## config.mk

```make
export PLATFORM = sky130hd
export DESIGN_NAME = pll_lmmi_initiator
export DESIGN_NICKNAME = d
export VERILOG_FILES = /design/src/rtl/lmmi_pkg.sv /design/src/rtl/pll_lmmi_initiator.sv
export SDC_FILE = /design/constraint.sdc
export NUM_CORES = 1
export LEC_CHECK = 0
export CORE_ASPECT_RATIO = 0.8
export CORE_MARGIN = 2
export CORE_UTILIZATION = 32
export CTS_CLUSTER_DIAMETER = 50
export CTS_CLUSTER_SIZE = 8
export DETAILED_ROUTE_END_ITERATION = 8
export SLEW_MARGIN = 20
export SYNTH_ARGS = -nofsm -noshare
export SYNTH_HDL_FRONTEND = slang
export SYNTH_SLANG_ARGS = --single-unit
```

## constraint.sdc

```tcl
create_clock -name clk_i -period 1.9 [get_ports clk_i]
set_input_delay 0.38 -clock clk_i [delete_from_list [all_inputs] [get_ports clk_i]]
set_output_delay 0.38 -clock clk_i [all_outputs]
set_load 0.02 [all_outputs]
```

## src/rtl/lmmi_pkg.sv

```systemverilog
// Shared types and defaults for the PLL LMMI initiator.
package lmmi_pkg;

   typedef enum logic [1:0] {
      IDLE   = 2'd0,
      REQ    = 2'd1,
      RDWAIT = 2'd2,
      RSP    = 2'd3
   } lmmi_state_t;

   localparam int         LMMI_OFFSET_W       = 7;
   localparam int         LMMI_DATA_W         = 8;
   localparam int         LMMI_TIMEOUT_CYCLES = 255;
   localparam logic [7:0] LMMI_ERR_RDATA      = 8'hFF;

   // Counter must hold TIMEOUT_CYCLES; keep at least one bit when disabled.
   function automatic int cnt_width(input int cycles);
      return (cycles < 1) ? 1 : $clog2(cycles + 1);
   endfunction

endpackage

```

## src/rtl/pll_lmmi_initiator.sv

```systemverilog
// Host-side LMMI initiator: one register read/write at a time towards the PLL,
// with a bounded wait and a registered valid/ready response.
module pll_lmmi_initiator
   import lmmi_pkg::*;
#(
   parameter int                OFFSET_W       = LMMI_OFFSET_W,
   parameter int                DATA_W         = LMMI_DATA_W,
   parameter int                TIMEOUT_CYCLES = LMMI_TIMEOUT_CYCLES,
   parameter logic [DATA_W-1:0] ERR_RDATA      = DATA_W'(LMMI_ERR_RDATA)
) (
   input  logic                clk_i,
   input  logic                rst_i,
   input  logic                cmd_valid_i,
   output logic                cmd_ready_o,
   input  logic                cmd_write_i,
   input  logic [OFFSET_W-1:0] cmd_offset_i,
   input  logic [DATA_W-1:0]   cmd_wdata_i,
   output logic                rsp_valid_o,
   input  logic                rsp_ready_i,
   output logic [DATA_W-1:0]   rsp_rdata_o,
   output logic                rsp_err_o,
   output logic                lmmi_resetn_o,
   output logic                lmmi_request_o,
   output logic                lmmi_wrrd_n_o,
   output logic [OFFSET_W-1:0] lmmi_offset_o,
   output logic [DATA_W-1:0]   lmmi_wdata_o,
   input  logic [DATA_W-1:0]   lmmi_rdata_i,
   input  logic                lmmi_rdata_valid_i,
   input  logic                lmmi_ready_i,
   output logic                spurious_o
);

   localparam int             CNT_W   = cnt_width(TIMEOUT_CYCLES);
   localparam bit             TO_EN   = (TIMEOUT_CYCLES != 0);
   localparam logic [CNT_W-1:0] TO_LAST =
      CNT_W'((TIMEOUT_CYCLES == 0) ? 0 : TIMEOUT_CYCLES - 1);
   localparam logic [CNT_W-1:0] CNT_MAX = '1;

   lmmi_state_t         state_q, state_d;
   logic [CNT_W-1:0]    cnt_q, cnt_d;
   logic                cmd_ready_q, cmd_ready_d;
   logic                rsp_valid_q, rsp_valid_d;
   logic [DATA_W-1:0]   rsp_rdata_q, rsp_rdata_d;
   logic                rsp_err_q, rsp_err_d;
   logic                resetn_q;
   logic                request_q, request_d;
   logic                wrrd_n_q, wrrd_n_d;
   logic [OFFSET_W-1:0] offset_q, offset_d;
   logic [DATA_W-1:0]   wdata_q, wdata_d;
   logic                spurious_q, spurious_d;
   logic                timeout_hit;
   logic [CNT_W-1:0]    cnt_inc;

   // ">=" so a read whose handshake lands on the last cycle still times out
   // from RDWAIT once the counter has moved past TO_LAST.
   assign timeout_hit = TO_EN && (cnt_q >= TO_LAST);
   assign cnt_inc     = (cnt_q == CNT_MAX) ? cnt_q : cnt_q + 1'b1;

   always_comb begin
      state_d     = state_q;
      cnt_d       = cnt_q;
      rsp_rdata_d = rsp_rdata_q;
      rsp_err_d   = rsp_err_q;
      wrrd_n_d    = wrrd_n_q;
      offset_d    = offset_q;
      wdata_d     = wdata_q;
      spurious_d  = spurious_q;

      case (state_q)
         IDLE: begin
            if (cmd_valid_i && cmd_ready_q) begin
               wrrd_n_d = cmd_write_i;
               offset_d = cmd_offset_i;
               wdata_d  = cmd_wdata_i;
               cnt_d    = '0;
               state_d  = REQ;
            end
         end
         REQ: begin
            cnt_d = cnt_inc;
            if (lmmi_ready_i) begin
               if (wrrd_n_q) begin
                  rsp_rdata_d = '0;
                  rsp_err_d   = 1'b0;
                  state_d     = RSP;
               end else if (lmmi_rdata_valid_i) begin
                  rsp_rdata_d = lmmi_rdata_i;
                  rsp_err_d   = 1'b0;
                  state_d     = RSP;
               end else begin
                  state_d = RDWAIT;
               end
            end else if (timeout_hit) begin
               rsp_rdata_d = ERR_RDATA;
               rsp_err_d   = 1'b1;
               state_d     = RSP;
            end
         end
         RDWAIT: begin
            cnt_d = cnt_inc;
            if (lmmi_rdata_valid_i) begin
               rsp_rdata_d = lmmi_rdata_i;
               rsp_err_d   = 1'b0;
               state_d     = RSP;
            end else if (timeout_hit) begin
               rsp_rdata_d = ERR_RDATA;
               rsp_err_d   = 1'b1;
               state_d     = RSP;
            end
         end
         RSP: begin
            if (rsp_valid_q && rsp_ready_i) state_d = IDLE;
         end
         default: state_d = IDLE;
      endcase

      if (lmmi_rdata_valid_i &&
          ((state_q == IDLE) || (state_q == RSP) || ((state_q == REQ) && wrrd_n_q)))
         spurious_d = 1'b1;

      // Handshake outputs are registered copies of the next state.
      cmd_ready_d = (state_d == IDLE);
      request_d   = (state_d == REQ);
      rsp_valid_d = (state_d == RSP);
   end

   always_ff @(posedge clk_i) begin
      if (rst_i) begin
         state_q     <= IDLE;
         cnt_q       <= '0;
         cmd_ready_q <= 1'b0;
         rsp_valid_q <= 1'b0;
         rsp_rdata_q <= '0;
         rsp_err_q   <= 1'b0;
         resetn_q    <= 1'b0;
         request_q   <= 1'b0;
         wrrd_n_q    <= 1'b0;
         offset_q    <= '0;
         wdata_q     <= '0;
         spurious_q  <= 1'b0;
      end else begin
         state_q     <= state_d;
         cnt_q       <= cnt_d;
         cmd_ready_q <= cmd_ready_d;
         rsp_valid_q <= rsp_valid_d;
         rsp_rdata_q <= rsp_rdata_d;
         rsp_err_q   <= rsp_err_d;
         resetn_q    <= 1'b1;
         request_q   <= request_d;
         wrrd_n_q    <= wrrd_n_d;
         offset_q    <= offset_d;
         wdata_q     <= wdata_d;
         spurious_q  <= spurious_d;
      end
   end

   assign cmd_ready_o    = cmd_ready_q;
   assign rsp_valid_o    = rsp_valid_q;
   assign rsp_rdata_o    = rsp_rdata_q;
   assign rsp_err_o      = rsp_err_q;
   assign lmmi_resetn_o  = resetn_q;
   assign lmmi_request_o = request_q;
   assign lmmi_wrrd_n_o  = wrrd_n_q;
   assign lmmi_offset_o  = offset_q;
   assign lmmi_wdata_o   = wdata_q;
   assign spurious_o     = spurious_q;

endmodule

```

==> key figures, run 1 <==
Outcome
  • Outcome: complete, no violations

Floorplanning
  • Row count: 24
  • Initial Util: 32.66%
  • Die H: about 70 um
  • Die area: 6098 sq um
  • Die W: 86.81 um
  • Num ports: 60
  • Core ar.: 5375 sq um

Yosys
  • Yosys warning total: 0
  • Syn nets: 240
  • Area share of the largest cell type after synthesis: 45.62%
  • Netlist cell types: 43
  • Syn avg cell area: 8.647 sq um
  • Top FF cell, synth: dfxtp_1
  • Async SR Flop Fraction: 0%
  • Largest area contributor in the netlist: dfxtp_1
  • Sequential-to-total area share from yosys stat: around 46%
  • Post-Synthesis Cells: 203
  • Synth Cell Area: 1755 sq um
  • Post-synth EDFFs: 0
  • Synth top area cells: dfxtp_1 46%, nand2_1 9.0%, a21oi_1 8.6%, ha_1 5.0%, o2bb2ai_1 4.0%
  • Yosys reg bits: 40

Detailed routing
  • Starting DRT DRC Count: 65
  • DR WL/cell: 12.58 um
  • DRC: 0
  • Avg Vias per Cell: roughly 5
  • Total Wirelength: 4339 um
  • First-pass detailed-route iteration total: 4
  • Post-DRT Antenna Nets: 0
  • Vias: 1,693

Clock network
  • Inserted Clock Buffers: 5
  • Post-CTS Hold Buffers: 0
  • Post-CTS Setup Bufs: 0
  • Later-pin clock latency in the skew report: 290 ps
  • TritonCTS Sinks: 40
  • H-tree depth: 2
  • CTS tree: built
  • Root buf cell: clkbuf_8
  • Maximum clock insertion buffer count: 2
  • CTS resizes: 0
  • Clock transition at path regs: 70 ps

Final layout
  • Area Overhead vs Synth: 48.61%
  • Commonest non-fill, non-tap cell in the layout: clkdlybuf4s50_1
  • Most frequent cells in the layout: 59 x clkdlybuf4s50_1, 42 x nand2_1, 40 x dfxtp_1
  • Ant diodes: 0
  • Layout cells sized above 1: between 10% and 20%
  • Layout Nets: roughly 320
  • Final Instance Area: 2609 sq um

Setup path
  • Crit start category: flip-flop
  • CP Capture Type: flip-flop
  • Worst EP arrival: just under 2000 ps
  • WP data required: 2120 ps
  • Crit-path max FO: 7
  • Crit path kind: reg -> reg

Power
  • Worst IR Drop VDD: 360.6 uV
  • Comb pwr share: 39.3%
  • Sw frac: 33.65%
  • Leak pwr: 0.9639 nW
  • Clock power share: 20.9%
  • Psw: 0.8496 mW
  • Seq pwr share: 39.8%
  • Power density over cell area: 967.9 nW/um^2
  • Pint: 1.675 mW

Timing
  • Fin crit period: about 1800 ps
  • WHS: approximately 450 ps
  • Highest clock rate: 569.9 MHz
  • Slew at the pin with the worst max-slew slack: 559.1 ps
  • Pins over their slew limit: 0
  • Setup_tns: 0 ps
  • Fin crit share: 92.35%
  • Final hold viol count: 0
  • Final setup fails: 0
  • Slew margin rel.: a little over three fifths
  • Unrepaired setup endpoints after global routing: false
  • Clock Skew: around 4.4 ps

GRT
  • GR Overflow Total: 0
  • First-pass GRT wire length: around 7100 um
  • Vias in the first global route: ~1.6k
  • GRT Util Overall: 14.62%
  • Initial antenna violation count: 0
  • Largest net degree at the start of global routing: 17

Place
  • Placed cell areas: ~2500 sq um
  • GPL Wtd Cong: 0.7381
  • Hpwl dp: ~3200 um
  • Buffers on Ports: 59

Min path
  • Worst hold path class: reg -> reg

Flow run
  • Maxcap violations: 0
sequential cells by signal (all words and copies together), names as in the netlist:
signal	cells
cnt_q	8
lmmi_wdata_o	8
rsp_rdata_o	8
lmmi_offset_o	7
state_q	2
cmd_ready_o	1
lmmi_request_o	1
lmmi_resetn_o	1
lmmi_wrrd_n_o	1
rsp_err_o	1
rsp_valid_o	1
spurious_o	1
worst paths after layout:
check	startpoint	to	slack, ps	depth (start not counted)
max	state_q[0]	cnt_q[6]	150	5
min	lmmi_offset_o[0]	lmmi_offset_o[0]	450	2
max reg2reg	state_q[0]	cnt_q[6]	150	5
min reg2reg	lmmi_offset_o[0]	lmmi_offset_o[0]	450	2
cell usage after synthesis, drive strengths merged (2+ instances only):
| cell | n |
|---|---|
| nand2 | 42 |
| dfxtp | 40 |
| a21oi | 31 |
| nor2 | 10 |
| o2bb2ai | 8 |
| ha | 7 |
| and3 | 5 |
| clkbuf | 5 |
| inv | 5 |
| a21boi | 4 |
| nor3 | 4 |
| nor3b | 4 |
| o21ai | 4 |
| nand3 | 3 |
| and2 | 2 |
| nand4 | 2 |
| nand4b | 2 |
| nor2b | 2 |
| o211a | 2 |
| o22ai | 2 |
| o31ai | 2 |
| or4 | 2 |
cell families (layout without fill, tap and decap cells):
group	after synthesis	after routing	share of synthesized area [%]
AOI/OAI and AO/OA	61	61	22.67
adders and majority gates	7	7	4.989
buffers and inverters	10	87	2.139
DFF	40	40	45.62
muxes	1	1	0.6414
and+or+nand+nor	84	84	23.95
worst max-delay path: stages, from the launching register on:
cell      delay [ps]
dfxtp_1          330
inv_1             70
ha_1             420
and3_4           230
or4_1            490
a21boi_1         140
metal layers:
layer | vias to the layer above | share of wire [%] | global-route usage [%] | wire, um
met5 | - | 0 | 0 | 0
met4 | 0 | 0.97 | 5.208 | 42
met3 | 4 | 6.2 | 4.019 | 269
met2 | 51 | 42 | 22.39 | 1822
met1 | 758 | 51 | 19.62 | 2205
li1 | 880 | - | - | -
power by group through the flow:
stage	sequential (mW)	combinational, mW	clock [mW]
global placement	1.03	0.989	0
floorplan	1.14	0.430	0
CTS	1.01	0.994	0.558
detailed placement	1.03	0.992	0
global route	1.02	1.09	0.575
finish	1.01	0.993	0.526
cell type report:
type                    instances  area (sq um)
fillers                       545          2766
multi-input cells             153         919.6
flip-flops and latches         40         800.8
repair buffers                 75         710.7
well taps                      65         81.33
clock buffers                   6         72.57
inverters                       5         18.77
clock inverters                 1         5.005
metrics by stage:
stage	std cells	util, %	power (mW)	setup WS [ps]
after detailed placement	338	47.04	2.018	-23.12
final	345	48.53	2.525	145.4
after global placement	338	47.04	2.016	-9.754
after global routing	345	48.53	2.688	43.64
after floorplan	203	-	1.570	181.7
after CTS	345	48.49	2.560	91.83
Power figures use the tool's default switching activity.
==> inputs of run 2 (changes only) <==
--- a/config.mk
+++ b/config.mk
@@ -11,6 +11,7 @@
 export CTS_CLUSTER_DIAMETER = 50
 export CTS_CLUSTER_SIZE = 8
 export DETAILED_ROUTE_END_ITERATION = 8
+export HOLD_SLACK_MARGIN = 0.1
 export SLEW_MARGIN = 20
 export SYNTH_ARGS = -nofsm -noshare
 export SYNTH_HDL_FRONTEND = slang
==> constraint.sdc (replaced) <==
create_clock -name clk_i -period 1.9 [get_ports clk_i]
set_input_delay 0.19 -clock clk_i [delete_from_list [all_inputs] [get_ports clk_i]]
set_output_delay 0.19 -clock clk_i [all_outputs]
set_load 0.02 [all_outputs]
==> key figures, run 2 (synthesis results as in run 1) <==
Setup path
  • RR Startpoint: state_q[1]
  • Crit-path max FO: 7
  • WP data required: 2120 ps
  • Worst EP arrival: roughly 2000 ps
  • R2R setup slack: between 100 and 150 ps
  • CP Capture Type: flip-flop
  • Crit. Startpoint: state_q[1]
  • R2R depth: 5
  • RR Endpoint: cnt_q[6]
  • Crit path kind: reg -> reg
  • CP endpoint: cnt_q[6]
  • Crit start category: flip-flop

Final layout
  • Finished Layout Cells: about 340
  • Layout Nets: 306
  • Ant diodes: 0
  • Most frequent cells in the layout: 59 x clkdlybuf4s50_1, 42 x nand2_1, 39 x dfxtp_1
  • Area Overhead vs Synth: 48.47%
  • Layout cells sized above 1: 8.889%
  • Fillers: 521
  • Core Util, Final: 48.49%
  • Commonest non-fill, non-tap cell in the layout: clkdlybuf4s50_1

Power
  • Power density over cell area: 1108 nW/um^2
  • Leak pwr: approximately 0.95 nW
  • Power Total: 2.887 mW
  • Worst IR Drop VDD: roughly 350 uV

Place
  • Pre-CTS setup slack: around 8 ps
  • Buffers on Ports: 59
  • Placed instance count: 327
  • GPL Wtd Cong: 0.7434
  • Hpwl dp: 3094 um

Timing
  • Final hold viol count: 0
  • Fin crit share: slightly above 90%
  • Slew at the pin with the worst max-slew slack: 556.8 ps
  • Slew margin rel.: 62.79%
  • Fin crit period: 1775 ps
  • Final worst slack: 124.6 ps
  • Final setup fails: 0
  • Highest clock rate: 563.2 MHz
  • Clock Skew: 8.983 ps
  • Setup_tns: 0 ps
  • Unrepaired setup endpoints after global routing: false
  • Pins over their slew limit: 0

Detailed routing
  • Post-DRT Antenna Nets: 0
  • Vias: 1,657
  • Starting DRT DRC Count: slightly below 70
  • DR WL/cell: 12.70 um
  • DRC: 0
  • Avg Vias per Cell: 4.946
  • First-pass detailed-route iteration total: 4
  • Total Wirelength: 4254 um

Clock network
  • CTS tree: built
  • Maximum clock insertion buffer count: 2
  • Post-CTS Hold Buffers: 0
  • Later-pin clock latency in the skew report: 290 ps
  • Inserted Clock Buffers: 5
  • Clock transition at path regs: 80 ps
  • Root buf cell: clkbuf_8
  • TritonCTS Sinks: 40
  • H-tree depth: 2

Floorplanning
  • Die W: 86.81 um
  • Core ar.: 5375 sq um
  • Die H: 70.25 um
  • Num ports: 60
  • Die area: around 6100 sq um
  • Initial Util: 32.66%
  • Row count: 24

GRT
  • GR Overflow Total: 0
  • Initial antenna violation count: 0
  • GRT Util Overall: 13.93%
  • Largest net degree at the start of global routing: 17
  • First-pass GRT wire length: between 6000 and 7000 um
  • Vias in the first global route: 1,466

Min path
  • Worst hold path class: in -> reg

Flow run
  • Maxcap violations: 0

Outcome
  • Outcome: complete, no violations
run 2: cell types whose count changed in the layout (fill, tap and decap cells not counted), sizes merged:
cell    change
clkbuf      -1
clkinv      -1
bufinv      +3
buf        -11
run 2: per-layer routing:
layer,track usage [%],vias to the layer above,share of wire (%)
met5,0,-,0
met4,5.208,0,1.2
met3,3.664,5,6.5
met2,20.02,59,42
met1,19.84,733,50
li1,-,860,-
run 2: stage by stage:
step	area, sq um	hold slack [ps]
after floorplan	1755	298.8
after global placement	2446	441.9
after detailed placement	2446	446.1
after CTS	2605	442.0
after global routing	2606	464.5
final	2606	447.9
run 2: area by class of cell:
class	instances	area (sq um)	area share (%)
Clock buffer	5	68.82	2.640
Multi-Input combinational cell	153	917.1	35.19
Inverter	5	18.77	0.7201
Sequential cell	40	802.0	30.77
Timing Repair Buffer	64	628.1	24.10
Tap cell	65	81.33	3.120
Clock inverter	3	90.09	3.457
run 2: timing repair:
| item | CTS | global route |
|---|---|---|
| resized for setup | 1 | 1 |
| setup buffers | 0 | 0 |
| endpoints found under the setup margin | 8 | 3 |
run 2: critical path: stages, from the launching register on:
cell and delay [ps]:
dfxtp_2 370, inv_1 80, ha_1 390, and3_4 230, or4_1 500, a21boi_1 140
run 2: worst min-delay path by stage:
stage | startpoint | to | cells after the start
after floorplan | rst_i | lmmi_resetn_o | 1
after global placement | lmmi_offset_o[0] | lmmi_offset_o[0] | 2
after detailed placement | lmmi_offset_o[1] | lmmi_offset_o[1] | 2
after CTS | cmd_wdata_i[1] | lmmi_wdata_o[1] | 3
after global routing | cmd_offset_i[3] | lmmi_offset_o[3] | 3
final | cmd_wdata_i[1] | lmmi_wdata_o[1] | 3
run 2: power breakdown:
part	leakage (nW)	total, mW	internal [mW]	switching (mW)
clock network	0.0784	0.956	0.657	0.299
registers	0.326	1.01	0.945	0.0620
logic	0.547	0.924	0.423	0.500
total	0.951	2.89	2.03	0.861
